## src/rtl/wallace_pkg.sv

```systemverilog
// ============================================================================
// Module : wallace_pkg
// Desc   : Shared sizing functions and stage control type for the CSA adder tree
// Rev    : 1.0
// ============================================================================
`default_nettype none

package wallace_pkg;

  typedef struct packed {
    logic valid;
    logic is_signed;
  } stage_ctrl_t;

  // Operand count left after one 3:2 layer; counts of two or fewer are final.
  function automatic int wal_next_n(input int n);
    if (n <= 2) return n;
    return 3 * (n / 3) + n % 3 - n / 3;
  endfunction

  function automatic int wal_n_after(input int n, input int k);
    int m;
    m = n;
    for (int i = 0; i < k; i++) m = wal_next_n(m);
    return m;
  endfunction

  function automatic int wal_layers(input int n);
    int m;
    int l;
    m = n;
    l = 0;
    while (m > 2) begin
      m = wal_next_n(m);
      l++;
    end
    return l;
  endfunction

  function automatic int wal_stages(input int n, input int r);
    return (wal_layers(n) + r - 1) / r;
  endfunction

  // At least one guard bit so a single sign-extended operand stays exact.
  function automatic int wal_iw(input int di_w, input int d_n);
    int w;
    w = di_w + $clog2(d_n);
    return (w < di_w + 1) ? di_w + 1 : w;
  endfunction

endpackage

`default_nettype wire

```

## src/rtl/csa_layer.sv

```systemverilog
// ============================================================================
// Module : csa_layer
// Desc   : One 3:2 carry-save layer; output order is remainders, sums, carries
// Rev    : 1.0
// ============================================================================
`default_nettype none

module csa_layer
  import wallace_pkg::*;
#(
  parameter int IW = 21,
  parameter int N  = 3
) (
  input  logic [N*IW-1:0]             i_words,
  output logic [wal_next_n(N)*IW-1:0] o_words
);

  localparam int G = N / 3;
  localparam int R = N % 3;

  for (genvar r = 0; r < R; r++) begin : g_pass
    assign o_words[r*IW +: IW] = i_words[(3*G+r)*IW +: IW];
  end

  for (genvar g = 0; g < G; g++) begin : g_grp
    logic [IW-1:0] a;
    logic [IW-1:0] b;
    logic [IW-1:0] c;
    logic [IW-2:0] maj;

    assign a = i_words[(3*g)*IW   +: IW];
    assign b = i_words[(3*g+1)*IW +: IW];
    assign c = i_words[(3*g+2)*IW +: IW];

    // The carry out of the top bit falls off the IW-bit word by design.
    assign maj = (a[IW-2:0] & b[IW-2:0]) | (a[IW-2:0] & c[IW-2:0]) | (b[IW-2:0] & c[IW-2:0]);

    assign o_words[(R+g)*IW   +: IW] = a ^ b ^ c;
    assign o_words[(R+G+g)*IW +: IW] = {maj, 1'b0};
  end

endmodule

`default_nettype wire

```

## src/rtl/wallace_pipe_adder.sv

```systemverilog
// ============================================================================
// Module : wallace_pipe_adder
// Desc   : Pipelined multi-operand adder, 3:2 CSA tree + CPA, valid/ready flow
// Rev    : 1.0
// ============================================================================
`default_nettype none

module wallace_pipe_adder
  import wallace_pkg::*;
#(
  parameter int DI_W      = 16,
  parameter int D_N       = 28,
  parameter int DO_W      = 21,
  parameter int REG_EVERY = 2
) (
  input  logic                 i_clk,
  input  logic                 i_rst,
  input  logic                 i_valid,
  output logic                 o_ready,
  input  logic                 i_signed,
  input  logic [D_N*DI_W-1:0]  i_add_i,
  output logic                 o_valid,
  input  logic                 i_ready,
  output logic [DO_W-1:0]      o_sum,
  output logic                 o_ovf
);

  localparam int IW = wal_iw(DI_W, D_N);
  localparam int L  = wal_layers(D_N);
  localparam int NL = wal_n_after(D_N, L);

  logic              en;
  logic [IW-1:0]     lvl_w [L+1][D_N];
  stage_ctrl_t       lvl_c [L+1];

  logic              valid_d, valid_q;
  logic [DO_W-1:0]   sum_d, sum_q;
  logic              ovf_d, ovf_q;

  // One global enable: the whole pipe freezes while a result waits downstream.
  assign en      = !valid_q || i_ready;
  assign o_ready = en;

  for (genvar k = 0; k < D_N; k++) begin : g_ext
    logic [DI_W-1:0] op;
    assign op          = i_add_i[k*DI_W +: DI_W];
    assign lvl_w[0][k] = {{(IW-DI_W){i_signed & op[DI_W-1]}}, op};
  end

  assign lvl_c[0] = '{valid: i_valid, is_signed: i_signed};

  for (genvar k = 0; k < L; k++) begin : g_layer
    localparam int  N_IN     = wal_n_after(D_N, k);
    localparam int  N_OUT    = wal_next_n(N_IN);
    localparam bit  REG_HERE = ((k + 1) % REG_EVERY == 0) || (k == L - 1);

    logic [N_IN*IW-1:0]  in_bus;
    logic [N_OUT*IW-1:0] csa_out;
    logic [N_OUT*IW-1:0] out_bus;

    for (genvar j = 0; j < N_IN; j++) begin : g_in
      assign in_bus[j*IW +: IW] = lvl_w[k][j];
    end

    csa_layer #(
      .IW (IW),
      .N  (N_IN)
    ) u_csa (
      .i_words (in_bus),
      .o_words (csa_out)
    );

    if (REG_HERE) begin : g_reg
      logic [N_OUT*IW-1:0] data_d, data_q;
      stage_ctrl_t         ctrl_d, ctrl_q;

      always_comb begin
        data_d = data_q;
        ctrl_d = ctrl_q;
        if (en) begin
          data_d = csa_out;
          ctrl_d = lvl_c[k];
        end
      end

      // Only the control bits need reset; data is qualified by valid.
      always_ff @(posedge i_clk) begin
        data_q <= data_d;
        if (i_rst) ctrl_q <= '0;
        else       ctrl_q <= ctrl_d;
      end

      assign out_bus    = data_q;
      assign lvl_c[k+1] = ctrl_q;
    end else begin : g_comb
      assign out_bus    = csa_out;
      assign lvl_c[k+1] = lvl_c[k];
    end

    for (genvar j = 0; j < N_OUT; j++) begin : g_out
      assign lvl_w[k+1][j] = out_bus[j*IW +: IW];
    end
  end

  logic [IW-1:0]   cpa_b;
  logic [IW-1:0]   cpa;
  logic [DO_W-1:0] sum_w;
  logic            ovf_w;

  if (NL >= 2) begin : g_cpa2
    assign cpa_b = lvl_w[L][1];
  end else begin : g_cpa1
    assign cpa_b = '0;
  end

  assign cpa = lvl_w[L][0] + cpa_b;

  if (DO_W > IW) begin : g_wide
    assign sum_w = {{(DO_W-IW){lvl_c[L].is_signed & cpa[IW-1]}}, cpa};
    assign ovf_w = 1'b0;
  end else if (DO_W == IW) begin : g_equal
    assign sum_w = cpa;
    assign ovf_w = 1'b0;
  end else begin : g_narrow
    // top spans the discarded bits plus the result's sign bit.
    logic [IW-DO_W:0] top;
    assign top   = cpa[IW-1:DO_W-1];
    assign sum_w = cpa[DO_W-1:0];
    assign ovf_w = lvl_c[L].is_signed ? !((&top) || !(|top)) : (|top[IW-DO_W:1]);
  end

  always_comb begin
    valid_d = valid_q;
    sum_d   = sum_q;
    ovf_d   = ovf_q;
    if (en) begin
      valid_d = lvl_c[L].valid;
      if (lvl_c[L].valid) begin
        sum_d = sum_w;
        ovf_d = ovf_w;
      end
    end
  end

  always_ff @(posedge i_clk) begin
    if (i_rst) begin
      valid_q <= 1'b0;
      sum_q   <= '0;
      ovf_q   <= 1'b0;
    end else begin
      valid_q <= valid_d;
      sum_q   <= sum_d;
      ovf_q   <= ovf_d;
    end
  end

  assign o_valid = valid_q;
  assign o_sum   = sum_q;
  assign o_ovf   = ovf_q;

endmodule

`default_nettype wire

```

## config.mk

```make
export PLATFORM = sky130hd
export DESIGN_NAME = wallace_pipe_adder
export DESIGN_NICKNAME = d
export VERILOG_FILES = /design/src/rtl/wallace_pkg.sv /design/src/rtl/csa_layer.sv /design/src/rtl/wallace_pipe_adder.sv
export SDC_FILE = /design/constraint.sdc
export NUM_CORES = 1
export LEC_CHECK = 0
export CAP_MARGIN = 15
export CORE_MARGIN = 4
export CORE_UTILIZATION = 25
export DETAILED_ROUTE_END_ITERATION = 8
export DONT_BUFFER_PORTS = 1
export SETUP_SLACK_MARGIN = 0.3
export SLEW_MARGIN = 30
export SYNTH_ARGS = -nofsm -noshare
export SYNTH_HDL_FRONTEND = slang
export SYNTH_SLANG_ARGS = --single-unit
export TNS_END_PERCENT = 50
```

## constraint.sdc

```tcl
create_clock -name i_clk -period 10.5 [get_ports i_clk]
set_input_delay 1.05 -clock i_clk [delete_from_list [all_inputs] [get_ports i_clk]]
set_output_delay 1.05 -clock i_clk [all_outputs]
set_load 0.02 [all_outputs]
```

==> summary.md <==
| Metric | Value |
|---|---|
| Outcome | completed |
| Overflow after GRT | 0 |
| End of the worst register-to-register path | g_layer[1].g_reg.data_q[178]$_DFFE_PN_ |
| Final setup vio count | 0 |
| Dpl hpwl | 40340 µm |
| DRT Wirelength | 50740 µm |
| Row cnt | 116 |
| Most common cell after layout, fill and taps aside | fa_1 |
| CP Max Fanout | approximately 160 |
| TritonCTS clock tree | built |
| Dpl ws | about 7.1 ns |
| Post_cts resized | 0 |
| DR DRC count | 0 |
| RSZ-0062 raised after global routing | no |
| Seq/Total Area, Yosys | 53.16% |
| Max-cap viol count | 0 |
| DR WL/cell | around 18 µm |
| Final std cell area, no fill | between 20000 and 30000 µm² |
| Fmax | 359.5 MHz |
| Core area | between 100000 and 150000 µm² |
| Slew headroom | 31.22% |
| Reg2Reg Depth | 3 |
| Port bufs | 0 |
| Number of vias per cell | 3.853 |
| Setup TNS | 0 ns |
| Post-synth cell types | 44 |
| Critical path capture point type | flip-flop |
| Share of layout cells above drive strength 1 | 6.223% |
| Initial DRC count | 729 |
| Final Wtd Congestion | just under 0.8 |
| Ant. Diodes | 0 |
| P&R area growth vs syn | 13.67% |
| Final Hold Viols | 0 |
| Number of global-route vias before repair | ~14000 |
| IO Pins | 477 |
| Ys async rst share | 0% |
| Worst Hold End | g_layer[6].g_reg.data_q[0]$_DFFE_PN_ |
| CTS Buf Count | 55 |
| Final ANT Viol Nets | 0 |
| Deepest level of the CTS H-tree | 2 |
| CTS Root Cell | clkbuf_16 |
| Dpl cells | 2788 |
| Period utilization | 26.49% |
| Worst-Skew Late Latency | 0.63 ns |
| TritonCTS Sinks | 456 |
| Via Count | 11130 |
| Fillers | 9915 |
| Final Max Slew Viols | 0 |
| Hold Crit Start | g_layer[5].g_reg.data_q[21]$_DFFE_PN_ |
| Min Tclk post-route | 2.781 ns |
| Reg2Reg Setup Slack | 7.72 ns |
| Nets | 2473 |
| Reg2reg start | o_valid$_SDFFE_PP0N_ |
| Final Util | 28.68% |
| Synth Flop Type | edfxtp_1 |
| Initial antenna violation count | 0 |
| Global Route Usage Sum | 9.824% |
| Die Area | around 110000 µm² |
| Maximum VDD drop | roughly 130 µV |
| Post-synthesis average cell area | 16.84 µm² |
| Post-CTS setup buffer count | 0 |
| Reg area | 13430 µm² |
| Pwr per Cell Area | 275.2 nW/µm² |
| Finished Layout Cells | slightly below 3000 |
| Startpoint types | flip-flop |
| Initial Util | 25.23% |
| Syn nets | 2426 |
| Clock transition at path regs | 0.06 ns |
| Worst Hold Depth | 0 |
| FF+latch count, synth | around 460 |
| Max clock buf depth | 3 |
| Global-route wire length before repair | between 80000 and 90000 µm |
| Final Skew | between 0.03 and 0.04 ns |
| Worst EP arrival | 2.99 ns |
| Post-CTS Hold Fix Bufs | 0 |
| Leak | 11.50 nW |
| Critical path launch point | o_valid$_SDFFE_PP0N_ |
| Post-DP Area | 26880 µm² |
| Most frequent cells in the layout | fa_1, edfxtp_1, inv_1 |
| Worst Max-Slew Pin Slew | 1.032 ns |
| Syn Inst Count | 1500 |
| Synthesized cell area | 25270 µm² |
| Power Total | 7.905 mW |
| CP required | 10.71 ns |
| Setup CP Type | flip-flop to flip-flop |
| Ys Warns | 0 |
| Final WS setup | 7.719 ns |
| Hold slack | 0.4213 ns |
| Number of synthesized flops with an enable pin | 430 |
| Die width | ~330 µm |
| First-pass iteration count of the detailed router | 5 |
| Vert. Die Dim | about 330 µm |
| Largest net degree at the start of global routing | 156 |
| Worst Hold Class | flip-flop to flip-flop |
| Area of the multi-input gates | 10460 µm² |
metal layers:
metal	part of all wire (%)	track usage, %
met1	38	11.53
met2	51	17.02
met3	8.5	3.676
met4	2.2	2.479
met5	0	0
power breakdown:
group          internal, mW  switching (mW)
Sequential             3.05           0.290
Clock                  1.14           0.794
Combinational          1.12            1.51
Total                  5.31            2.60
sequential cells by signal (all words and copies together) (netlist names):
name	count
g_layer.g_reg.ctrl_q	4
o_sum	21
g_layer.g_reg.data_q	430
o_valid	1
worst max path at each step:
| stage | cells after the start | end | slack, ns |
|---|---|---|---|
| 6_report | 3 | g_layer[1].g_reg.data_q[178]$_DFFE_PN_ | 7.72 |
| 5_1_grt | 3 | g_layer[1].g_reg.data_q[118]$_DFFE_PN_ | 7.54 |
| 4_1_cts | 3 | g_layer[1].g_reg.data_q[30]$_DFFE_PN_ | 7.70 |
| 3_5_place_dp | 3 | g_layer[1].g_reg.data_q[220]$_DFFE_PN_ | 7.11 |
| 3_3_place_gp | 3 | g_layer[1].g_reg.data_q[199]$_DFFE_PN_ | 7.19 |
| 2_1_floorplan | 5 | o_sum[13]$_SDFFE_PP0P_ | 2.90 |
final cells by class:
class	instances	area share [%]
Sequential cell	456	46.77
Clock buffer	61	4.870
Inverter	350	4.574
Tap cell	1298	5.655
Multi-Input combinational cell	680	36.41
Timing Repair Buffer	4	0.1917
Clock inverter	40	1.525
cell families (layout without fill, tap and decap cells):
group                      after synthesis  after routing  synth area share, %
other                                    1              1              0.01484
and+or+nand+nor                        120            120                2.258
AOI/OAI and AO/OA                       66             66                1.669
adders and majority gates              473            473                36.70
muxes                                    5              5               0.1981
DFF                                    456            456                53.16
buffers and inverters                  364            455                5.472
xor gates and xnor gates                15             15               0.5199
Yosys cell counts, drive strengths merged (5+ instances only):
master | number | area (µm²)
and2 | 19 | 118.9
inv | 350 | 1314
o21ai | 11 | 55.05
clkbuf | 8 | 30.03
dfxtp | 26 | 520.5
a21oi | 31 | 173.9
nor3 | 6 | 30.03
mux2i | 5 | 50.05
ha | 26 | 325.3
nor2 | 14 | 52.55
xnor2 | 10 | 87.58
nand2 | 54 | 202.7
nand3 | 12 | 60.06
xor2 | 5 | 43.79
edfxtp | 430 | 12910
buf | 6 | 38.79
fa | 447 | 8949
worst max-delay path, stage by stage, from the launching register on:
cell and delay, ns:
dfxtp_1 0.41, nand2b_4 0.49, buf_4 0.57, buf_12 0.52
No activity file was read; power rests on OpenSTA's default activity.
